File: src/rtl/regfile_pkg.sv
// Shared state encoding and default parameter values for the multiport register file.
package regfile_pkg;

  typedef enum logic {
    ST_CLEAR = 1'b0,
    ST_READY = 1'b1
  } state_e;

  localparam int DEF_DATA_W   = 18;
  localparam int DEF_ADDR_W   = 4;
  localparam int DEF_NUM_RD   = 2;
  localparam int DEF_BYPASS   = 1;
  localparam int DEF_ZERO_REG = 0;

endpackage

File: src/rtl/regfile_rd_port.sv
// One registered read port: address select, write-first forwarding, hard-zero entry 0.
module regfile_rd_port
  import regfile_pkg::*;
#(
  parameter int DATA_W   = DEF_DATA_W,
  parameter int ADDR_W   = DEF_ADDR_W,
  parameter int BYPASS   = DEF_BYPASS,
  parameter int ZERO_REG = DEF_ZERO_REG
) (
  input  logic              clk,
  input  logic              rst,
  input  logic              active_i,
  input  logic              rd_en_i,
  input  logic [ADDR_W-1:0] rd_addr_i,
  input  logic [DATA_W-1:0] mem_i [2**ADDR_W],
  input  logic              wr_commit_i,
  input  logic [ADDR_W-1:0] wr_addr_i,
  input  logic [DATA_W-1:0] wr_data_i,
  output logic [DATA_W-1:0] rd_data_o,
  output logic              rd_valid_o
);

  logic [DATA_W-1:0] sel_data;
  logic              rd_fire;
  logic [DATA_W-1:0] rd_data_q, rd_data_d;
  logic              rd_valid_q, rd_valid_d;

  // Only committed writes are forwarded; entry 0 override comes last so it wins.
  always_comb begin
    sel_data = mem_i[rd_addr_i];
    if (BYPASS != 0 && wr_commit_i && (wr_addr_i == rd_addr_i)) begin
      sel_data = wr_data_i;
    end
    if (ZERO_REG != 0 && (rd_addr_i == '0)) begin
      sel_data = '0;
    end
  end

  always_comb begin
    rd_fire    = active_i && rd_en_i;
    rd_valid_d = rd_fire;
    rd_data_d  = rd_fire ? sel_data : rd_data_q;
  end

  // NOTE: sequential state uses non-blocking assignments so every flop samples pre-edge values.
  always_ff @(posedge clk) begin
    if (rst) begin
      rd_data_q  <= '0;
      rd_valid_q <= 1'b0;
    end else begin
      rd_data_q  <= rd_data_d;
      rd_valid_q <= rd_valid_d;
    end
  end

  assign rd_data_o  = rd_data_q;
  assign rd_valid_o = rd_valid_q;

endmodule

File: src/rtl/multiport_regfile.sv
// Register file with one write port, NUM_RD registered read ports and a
// sequential clear engine that zeroes one entry per cycle after reset or clr_req.
module multiport_regfile
  import regfile_pkg::*;
#(
  parameter int DATA_W   = DEF_DATA_W,
  parameter int ADDR_W   = DEF_ADDR_W,
  parameter int NUM_RD   = DEF_NUM_RD,
  parameter int BYPASS   = DEF_BYPASS,
  parameter int ZERO_REG = DEF_ZERO_REG
) (
  input  logic                     clk,
  input  logic                     rst,
  input  logic                     wr_en,
  input  logic [ADDR_W-1:0]        wr_addr,
  input  logic [DATA_W-1:0]        wr_data,
  input  logic                     clr_req,
  input  logic [NUM_RD-1:0]        rd_en,
  input  logic [NUM_RD*ADDR_W-1:0] rd_addr,
  output logic [NUM_RD*DATA_W-1:0] rd_data,
  output logic [NUM_RD-1:0]        rd_valid,
  output logic                     ready,
  output logic                     wr_drop
);

  localparam int                DEPTH = 2**ADDR_W;
  localparam logic [ADDR_W-1:0] LAST  = ADDR_W'(DEPTH - 1);

  state_e            state_q, state_d;
  logic [ADDR_W-1:0] cnt_q, cnt_d;
  logic              wr_drop_q, wr_drop_d;
  logic [DATA_W-1:0] mem_q [DEPTH];

  logic              mem_we;
  logic [ADDR_W-1:0] mem_waddr;
  logic [DATA_W-1:0] mem_wdata;
  logic              wr_commit;

  always_comb begin
    // NOTE: every always_comb output gets a default first so no path can infer a latch.
    state_d   = state_q;
    cnt_d     = cnt_q;
    wr_drop_d = 1'b0;
    wr_commit = 1'b0;
    mem_we    = 1'b0;
    mem_waddr = wr_addr;
    mem_wdata = wr_data;
    case (state_q)
      ST_CLEAR: begin
        // The clear engine owns the write port; clr_req here does not restart it.
        mem_we    = 1'b1;
        mem_waddr = cnt_q;
        mem_wdata = '0;
        cnt_d     = cnt_q + ADDR_W'(1);
        wr_drop_d = wr_en;
        if (cnt_q == LAST) begin
          state_d = ST_READY;
        end
      end
      ST_READY: begin
        wr_commit = wr_en && !clr_req;
        wr_drop_d = wr_en && clr_req;
        mem_we    = wr_commit && !(ZERO_REG != 0 && (wr_addr == '0));
        if (clr_req) begin
          state_d = ST_CLEAR;
          cnt_d   = '0;
        end
      end
      default: begin
        state_d = ST_CLEAR;
        cnt_d   = '0;
      end
    endcase
  end

  always_ff @(posedge clk) begin
    if (rst) begin
      state_q   <= ST_CLEAR;
      cnt_q     <= '0;
      wr_drop_q <= 1'b0;
    end else begin
      state_q   <= state_d;
      cnt_q     <= cnt_d;
      wr_drop_q <= wr_drop_d;
    end
  end

  // NOTE: the storage array carries no reset; the CLEAR sequence is what zeroes it.
  always_ff @(posedge clk) begin
    if (mem_we && !rst) begin
      mem_q[mem_waddr] <= mem_wdata;
    end
  end

  assign ready   = (state_q == ST_READY);
  assign wr_drop = wr_drop_q;

  for (genvar p = 0; p < NUM_RD; p++) begin : g_rd
    regfile_rd_port #(
      .DATA_W  (DATA_W),
      .ADDR_W  (ADDR_W),
      .BYPASS  (BYPASS),
      .ZERO_REG(ZERO_REG)
    ) u_rd_port (
      .clk        (clk),
      .rst        (rst),
      .active_i   (ready),
      .rd_en_i    (rd_en[p]),
      .rd_addr_i  (rd_addr[p*ADDR_W +: ADDR_W]),
      .mem_i      (mem_q),
      .wr_commit_i(wr_commit),
      .wr_addr_i  (wr_addr),
      .wr_data_i  (wr_data),
      .rd_data_o  (rd_data[p*DATA_W +: DATA_W]),
      .rd_valid_o (rd_valid[p])
    );
  end

endmodule

File: config.mk
export PLATFORM = sky130hd
export DESIGN_NAME = multiport_regfile
export DESIGN_NICKNAME = d
export VERILOG_FILES = /design/src/rtl/regfile_pkg.sv /design/src/rtl/regfile_rd_port.sv /design/src/rtl/multiport_regfile.sv
export SDC_FILE = /design/constraint.sdc
export NUM_CORES = 1
export LEC_CHECK = 0
export CAP_MARGIN = 20
export CORE_ASPECT_RATIO = 1.25
export CORE_MARGIN = 1
export CORE_UTILIZATION = 25
export CTS_CLUSTER_SIZE = 12
export DETAILED_ROUTE_END_ITERATION = 8
export SYNTH_ARGS = -nofsm -noshare
export SYNTH_HDL_FRONTEND = slang
export SYNTH_SLANG_ARGS = --single-unit
File: constraint.sdc
create_clock -name clk -period 4.4 [get_ports clk]
set_input_delay 0.88 -clock clk [delete_from_list [all_inputs] [get_ports clk]]
set_output_delay 0.88 -clock clk [all_outputs]
set_load 0.05 [all_outputs]
# Word-level counts from Yosys, hierarchy flattened
# Index checks and enable logic that the tools add are counted.
# W data, S select, Z words.
# word_totals
word_cells	67
mem_bits_rw	0
inputBits	36
latch_bits	0
register_bits	332
n_memories	0
rom_bits	0
# op_classes
add_sub_neg	1
eq_ne	4
n_reduce_logical	10
n_bitwise	4
order_cmp	4
n_mux	21
n_mul	0
n_div	0
shifts	0
# op_table
operator	n
$bwmux W288	1
$bmux W18 S4	2
$mux W18	8
$demux W18 S4	1
$ge A5 B5 Y1 const B	3
$not A4 Y5	3
$eq A4 B4 Y1	2
$logic_and A1 B1 Y1	8
$mux W4	2
$pmux W4 S2	1
$pmux W1 S2	3
$lt A5 B1 Y1 const B	1
$add A4 B1 Y4 const B	1
$eq A4 B4 Y1 const B	1
$mux W1	3
$logic_not A1 Y1	2
$ne A2 B2 Y1 const B	1
$not A1 Y1	1

# Longest topological paths before layout
# Gate-level depths: netlist (run 1).
# depth
word_depth	7
depth_mapped	9

# By module
# Synthesis (run 1) repeated with hierarchy kept, for this count alone.
# unflattened
cells_unflattened	1032
hier_area_um2	15930.3
# by_module_without_submodules
mod	instances	cells_each	area_per_inst_um2
multiport_regfile	1	375	9280.2
regfile_rd_port at g_rd[1].u_rd_port	1	330	3335.7
regfile_rd_port at g_rd[0].u_rd_port	1	327	3314.4

# Worst setup path after synthesis (run 1)
# OpenSTA, ideal clock, no wires.
# synth_timing
kind	register -> register
from	register state_q, in the netlist ready
to	register mem_q[100] (netlist name), enable pin
setup_ns	0.393
path_stages_with_launch	7
n_path_buf	2
setup_slack_ns	1.760
arrival_time_ns	2.248
cell_sequence	dfxtp_1 -> buf_2 -> clkbuf_1 -> nand2_1 -> o22ai_1 -> nand2_1 -> nor2_1
# synth_via
elab_chain_len	3
# synth_rtl
element	line_no	rtl
from (decl)	multiport_regfile.sv:29	state_e state_q, state_d;
from (signal assigned)	multiport_regfile.sv:82	state_q <= state_d;
$not A1 Y1	--	
$pmux W1 S2 (*)	multiport_regfile.sv:48	case (state_q)
$logic_and A1 B1 Y1 (*)	multiport_regfile.sv:90	if (mem_we && !rst) begin
to (signal, indexed assignment)	multiport_regfile.sv:91	mem_q[mem_waddr] <= mem_wdata;
to (decl)	multiport_regfile.sv:32	logic [DATA_W-1:0] mem_q [DEPTH];
# Every way passes the cells marked *; elsewhere a longest branch is shown, timed or not.
# A chain may end at the register's enable or synchronous reset.

# Final worst setup path (run 1)
# layout_timing
from	input port wr_addr[3]
to	register g_rd[1].u_rd_port.rd_data_q[8]
# layout_via
elab_chain_len	3
# layout_rtl
element	line_no	rtl
from (decl)	multiport_regfile.sv:15	input logic [ADDR_W-1:0] wr_addr,
$eq A4 B4 Y1	regfile_rd_port.sv:31	if (BYPASS != 0 && wr_commit_i && (wr_addr_i == rd_addr_i)) begin
$logic_and A1 B1 Y1	regfile_rd_port.sv:31	
$mux W18	regfile_rd_port.sv:31	
to (signal assigned)	regfile_rd_port.sv:51	rd_data_q <= rd_data_d;
to (decl)	regfile_rd_port.sv:25	logic [DATA_W-1:0] rd_data_q, rd_data_d;
# No other way between the ends.

==> metrics.txt, run 1 <==
Simple-Gate Fraction of Synth Area 0.07266; CP max FO 18; die extent in x 225.7 µm; clk buf depth 3; setup ws final between 1 and 1.5 ns; share of layout cells above drive strength 1 0.2344; post-synthesis cell area roughly 16000 µm²; Ys Warns 0; Placed Cells 1872; EDFF count, synth 288; R2R depth 6; final core occ 0.2982; hold depth 2; Diodes inserted 0; sequential area share after synthesis 0.6095; total CTS buffers 36; clock-pin slew on the worst setup and hold paths ~0.060 ns; DRC 0; Total GRT Usage 0.1459; top cell type's share of synthesized area 0.5531; max cap viols 0; startpoint types input port; dpl ws between 0.9 and 1 ns; Worst-Skew Late Latency 0.53 ns; flop and latch count out of synthesis around 330; via count about 9600; CTS tree yes; CP endpoint kind flip-flop; distinct cell type count after synthesis 44; DRT Pass-1 Iters 5; htree depth 2; Mapped Cells 1004; fin nets between 1000 and 1500; area share of fa/ha/maj cells after synthesis 0.0008003; HPWL after DPL 29640 µm; worst setup path class in2reg; Port Buffers 75; vias in the first global route between 9000 and 10000; Die Y about 280 µm; Hold Path Class reg2reg; PD cells between 300 and 400 nW/µm²; Pins Over Slew Limit 0; row count 102; Post-CTS Repair Setup Buffers 0; Die ar. between 60000 and 70000 µm²; placed cell area ~17000 µm²; TritonCTS Sinks ~330; core box area 61900 µm²; Fillers ~6100; slew at the pin closest to its max-slew limit roughly 1 ns; area fraction in compound gates after synthesis 0.05682; Starting Density 0.2526; syn avg cell area between 15 and 20 µm²; grt ovf 0; arrival time at the worst endpoint ~3.3 ns; initial antenna violation count 7; Slew HR 0.3143; f_max ~340 MHz; Via density just under 5; Iter 0 DRT Violations 664; Final Non-Filler Cells roughly 1900; setup TNS 0 ns; Critical R2R Launch ready$_SDFF_PP0_; drt wl/cell 23.55 µm; main area contributors after synthesis edfxtp_1, mux4_2, mux2i_1; # hold bufs at CTS 0; outcome completed; largest net degree at the start of global routing between 50 and 60; xor and xnor area share after synthesis 0.004481; post-synthesis mux area share 0.2270; DRT Wirelength 45620 µm; Tcrit/Tclk final 0.6609; count leader, synth edfxtp_1; total power just under 7 mW; WHS 0.5134 ns; Setup Skew ~0.018 ns; Post-synth ARST share 0; P&R area growth vs syn 18.05%; final-report hold violation count 0; static leakage approximately 6.4 nW; cell area after layout about 18000 µm²; RSZ-0062 raised after global routing false; combinational family with the most area after synthesis multiplexers; Tmin final between 2 and 3 ns; peak supply drop about 0.2 mV; Placer Congestion between 0.7 and 0.8; CP startpoint wr_addr[3]; worst path required time between 4 and 5 ns; Routed Antenna Nets 0; root buffer cell clkbuf_16; I/O Pins 76; Worst Hold Launch g_rd[1].u_rd_port.rd_data_o[5]$_SDFFE_PP0P_; Top FF cell, synth edfxtp_1; syn_nets 1041; synth cell count leaders edfxtp_1, mux4_2, nor2_1, mux2i_1, nand2_1; first-pass GRT wire length about 67000 µm; post-synth top area cell edfxtp_1; setup violators final 0; Resized cells post-CTS 0
flip-flops by register name, summed over array words and instances (netlist names):
name and count:
wr_drop 1, g_rd.u_rd_port.rd_valid_o 2, mem_q 288, ready 1, g_rd.u_rd_port.rd_data_o 36, cnt_q 4
per-layer routing:
metal | share of wire | vias up | GRT usage
li1 | - | 4123 | -
met1 | 0.40 | 4907 | 0.1849
met2 | 0.48 | 425 | 0.2402
met3 | 0.091 | 85 | 0.04148
met4 | 0.027 | 14 | 0.04500
met5 | 0.0019 | - | 0
where the power goes:
part | leakage, nW | switching (mW) | total [mW] | internal (mW)
Clock | 0.543 | 1.22 | 2.87 | 1.65
Combinational | 2.59 | 0.260 | 0.448 | 0.188
Sequential | 3.27 | 0.0163 | 3.43 | 3.41
Total | 6.41 | 1.49 | 6.75 | 5.25
final timing paths:
check / endpoint / slack [ns]
setup reg to reg: g_rd[1].u_rd_port.rd_data_o[8]$_SDFFE_PP0P_ / 1.81
hold / removal: g_rd[1].u_rd_port.rd_data_o[5]$_SDFFE_PP0P_ / 0.51
setup / recovery: g_rd[1].u_rd_port.rd_data_o[8]$_SDFFE_PP0P_ / 1.49
hold reg to reg: g_rd[1].u_rd_port.rd_data_o[5]$_SDFFE_PP0P_ / 0.51
worst max-delay path: stages:
cell	delay (ns)
clkdlybuf4s50_1	0.53
xor2_1	0.22
nor4_2	0.34
nand3_1	0.77
o21ai_0	0.46
a31oi_1	0.09
logic make-up (layout without fill, tap and decap cells):
group | after synthesis | after routing
flops | 332 | 332
simple gates | 245 | 245
mux | 217 | 217
compound gates | 118 | 118
buf+inv | 83 | 184
xor+xnor | 8 | 8
fa+ha+maj | 1 | 1
final cells by class:
| cell class | count | area (µm²) | share of cell area |
|---|---|---|---|
| well taps | 832 | 1041 | 0.05640 |
| clock inverters | 11 | 58.81 | 0.003186 |
| repair buffers | 116 | 1066 | 0.05776 |
| inverters | 3 | 11.26 | 0.0006101 |
| multi-input cells | 589 | 5699 | 0.3088 |
| flip-flops and latches | 332 | 9529 | 0.5163 |
| clock buffers | 54 | 1051 | 0.05695 |
cell usage in the layout (no fill, tap or decap), types with 4 or more instances in the layout:
master | netlist | layout
dfxtp_1 | 44 | 44
and2_1 | 22 | 22
clkinv_2 | 0 | 4
nand2_1 | 48 | 48
or2_2 | 9 | 9
nor2_1 | 104 | 88
a221oi_1 | 20 | 20
a2bb2oi_1 | 9 | 9
a2111oi_2 | 4 | 4
clkbuf_8 | 0 | 4
buf_2 | 26 | 4
nand2b_1 | 4 | 4
clkbuf_16 | 0 | 38
mux2_2 | 20 | 20
o21a_1 | 4 | 4
a31oi_1 | 15 | 15
clkinv_1 | 0 | 6
o211a_1 | 18 | 18
nand3_1 | 34 | 34
mux2i_1 | 89 | 89
a21oi_1 | 9 | 8
xor2_1 | 8 | 8
buf_4 | 10 | 42
edfxtp_1 | 288 | 288
mux4_2 | 108 | 108
o21ai_0 | 33 | 33
clkbuf_1 | 29 | 12
nor2b_1 | 7 | 7
clkdlybuf4s50_1 | 0 | 67
nor2_2 | 1 | 17
(Power assumes the default switching activity.)
==> inputs of run 2 (changes only) <==
clock period = 2.7 ns   (was 4.4 ns; I/O delays follow)
==> run 2 against run 1 <==
Compared with the run above:
- global-route usage shrank 0.37 points
- flip-flop and latch count stayed put
- combinational power increased by 73%
- final cell count up 1.4%
- routed wire length is 1.9% lower
- clock power grew 58%
- critical path depth down 5
- clock-buffer cell count rose by 5
- hold slack worse by 0.0054 ns
- setup slack worse by 1.1 ns
- clock skew fell by 0.011 ns
- critical path type is now reg2out
- largest power group unchanged
==> metrics.txt, run 2 (same netlist as run 1, synthesis figures left out) <==
Pins Over Slew Limit 0; initial antenna violation count 6; placed cell area 17820 µm²; Hold Path End g_rd[1].u_rd_port.rd_data_o[5]$_SDFFE_PP0P_; clock-pin slew on the worst setup and hold paths 0.06 ns; most frequent cells in the layout edfxtp_1, mux4_2, mux2i_1, nor2_1, clkdlybuf4s50_1; total CTS buffers 35; worst path required time between 2 and 2.5 ns; row count approximately 100; PD cells about 580 nW/µm²; cell area after layout around 19000 µm²; final-report hold violation count 0; setup ws final about 0.35 ns; CTS tree yes; most common cell after layout, fill and taps aside edfxtp_1; R2R depth 5; setup violators final 0; vias in the first global route between 10000 and 15000; Placed Cells 1900; CP Buf/Inv Count 1; Tmin final roughly 2.3 ns; worst setup path class reg2out; largest net degree at the start of global routing 37; Hold Path Class reg2reg; Tcrit/Tclk final 0.8688; Worst-Skew Late Latency 0.51 ns; P&R area growth vs syn 20.82%; Die ar. around 64000 µm²; Iter 0 DRT Violations slightly below 800; hold depth 2; Critical R2R Launch ready$_SDFF_PP0_; Starting Density 0.2526; via count ~9600; startpoint types flip-flop; peak supply drop a little under 0.3 mV; drt wl/cell 22.77 µm; DRC 0; htree depth 2; max cap viols 0; reg2reg end mem_q[123]$_DFFE_PP_; Resized cells post-CTS 0; # hold bufs at CTS 0; Routed Antenna Nets 0; clk buf depth 3; slowest CP cell clkdlybuf4s50_1; CP max FO 2; flip-flop count of the largest register after layout 288; Slew HR 0.5061; Setup Skew around 0.0077 ns; die extent in x between 200 and 250 µm; first-pass GRT wire length approximately 66000 µm; slew at the pin closest to its max-slew limit approximately 0.74 ns; Via density ~4.9; DRT Wirelength 44740 µm; Critical Path, Cell by Cell clkdlybuf4s50_1; Post-CTS Repair Setup Buffers 0; grt ovf 0; Final Non-Filler Cells around 2000; arrival time at the worst endpoint roughly 1.8 ns; Die Y about 280 µm; Top delay family on crit path buffers and inverters; HPWL after DPL 30590 µm; outcome completed; static leakage about 6.6 nW; dpl ws 0.1762 ns; share of layout cells above drive strength 1 0.2511; RSZ-0062 raised after global routing false; fin nets ~1100; Port Buffers 75; Placer Congestion between 0.8 and 0.9; I/O Pins 76; Total GRT Usage 0.1422; core box area approximately 62000 µm²; CP endpoint kind primary output; Top reg by flops mem_q; root buffer cell clkbuf_16; f_max 426.3 MHz; setup TNS 0 ns; TritonCTS Sinks between 300 and 400; CP max stage delay about 0.89 ns; DRT Pass-1 Iters 5; Worst Hold Launch g_rd[1].u_rd_port.rd_data_o[5]$_SDFFE_PP0P_; r2r setup slk ~0.52 ns
==> run 2: changes by cell type in the layout (fill, tap and decap cells not counted) <==
cell             delta
clkinv_8            -1
clkbuf_8            -2
diode_2             +2
clkinv_1            -5
clkinv_2            -1
clkdlybuf4s50_1     -1
clkbuf_1            +7
buf_12             +21
buf_4               +8
==> run 2: layout make-up <==
class	count	area, µm²
Fill cell	6057	43010
Sequential cell	332	9529
Multi-Input combinational cell	589	5699
Timing Repair Buffer	144	1536
Clock buffer	59	1050
Tap cell	832	1041
Clock inverter	4	18.77
Inverter	3	11.26
Antenna cell	2	5.005
==> run 2: power breakdown <==
part / switching, mW / total [mW] / internal [mW]
registers: 0.0271 / 5.59 / 5.56
clock network: 1.89 / 4.54 / 2.64
logic: 0.429 / 0.777 / 0.348
==> run 2: layer usage <==
| layer | global-route usage | routed length, µm |
|---|---|---|
| met1 | 0.1735 | 17610 |
| met2 | 0.2414 | 22110 |
| met3 | 0.04012 | 3753 |
| met4 | 0.04535 | 1197 |
| met5 | 0 | 72 |
==> run 2: how the worst max path moves through the flow <==
stage / endpoint / slack [ns] / startpoint / cells past startpoint
global route: rd_data[30] / 0.31 / g_rd[1].u_rd_port.rd_data_o[12]$_SDFFE_PP0P_ / 1
CTS: rd_data[30] / 0.34 / g_rd[1].u_rd_port.rd_data_o[12]$_SDFFE_PP0P_ / 1
detailed placement: mem_q[134]$_DFFE_PP_ / 0.18 / wr_en / 7
floorplan: mem_q[100]$_DFFE_PP_ / 0.06 / ready$_SDFF_PP0_ / 6
finish: rd_data[30] / 0.35 / g_rd[1].u_rd_port.rd_data_o[12]$_SDFFE_PP0P_ / 1
global placement: mem_q[91]$_DFFE_PP_ / 0.12 / wr_en / 7
==> run 2: through the flow <==
| step | power (mW) | util | hold slack [ns] |
|---|---|---|---|
| floorplan | 6.173 | - | 0.5042 |
| global placement | 6.472 | 0.2879 | 0.5061 |
| global route | 11.22 | 0.3051 | 0.5301 |
| detailed placement | 6.474 | 0.2879 | 0.5014 |
| CTS | 10.99 | 0.3051 | 0.5098 |
| finish | 10.90 | 0.3052 | 0.5079 |
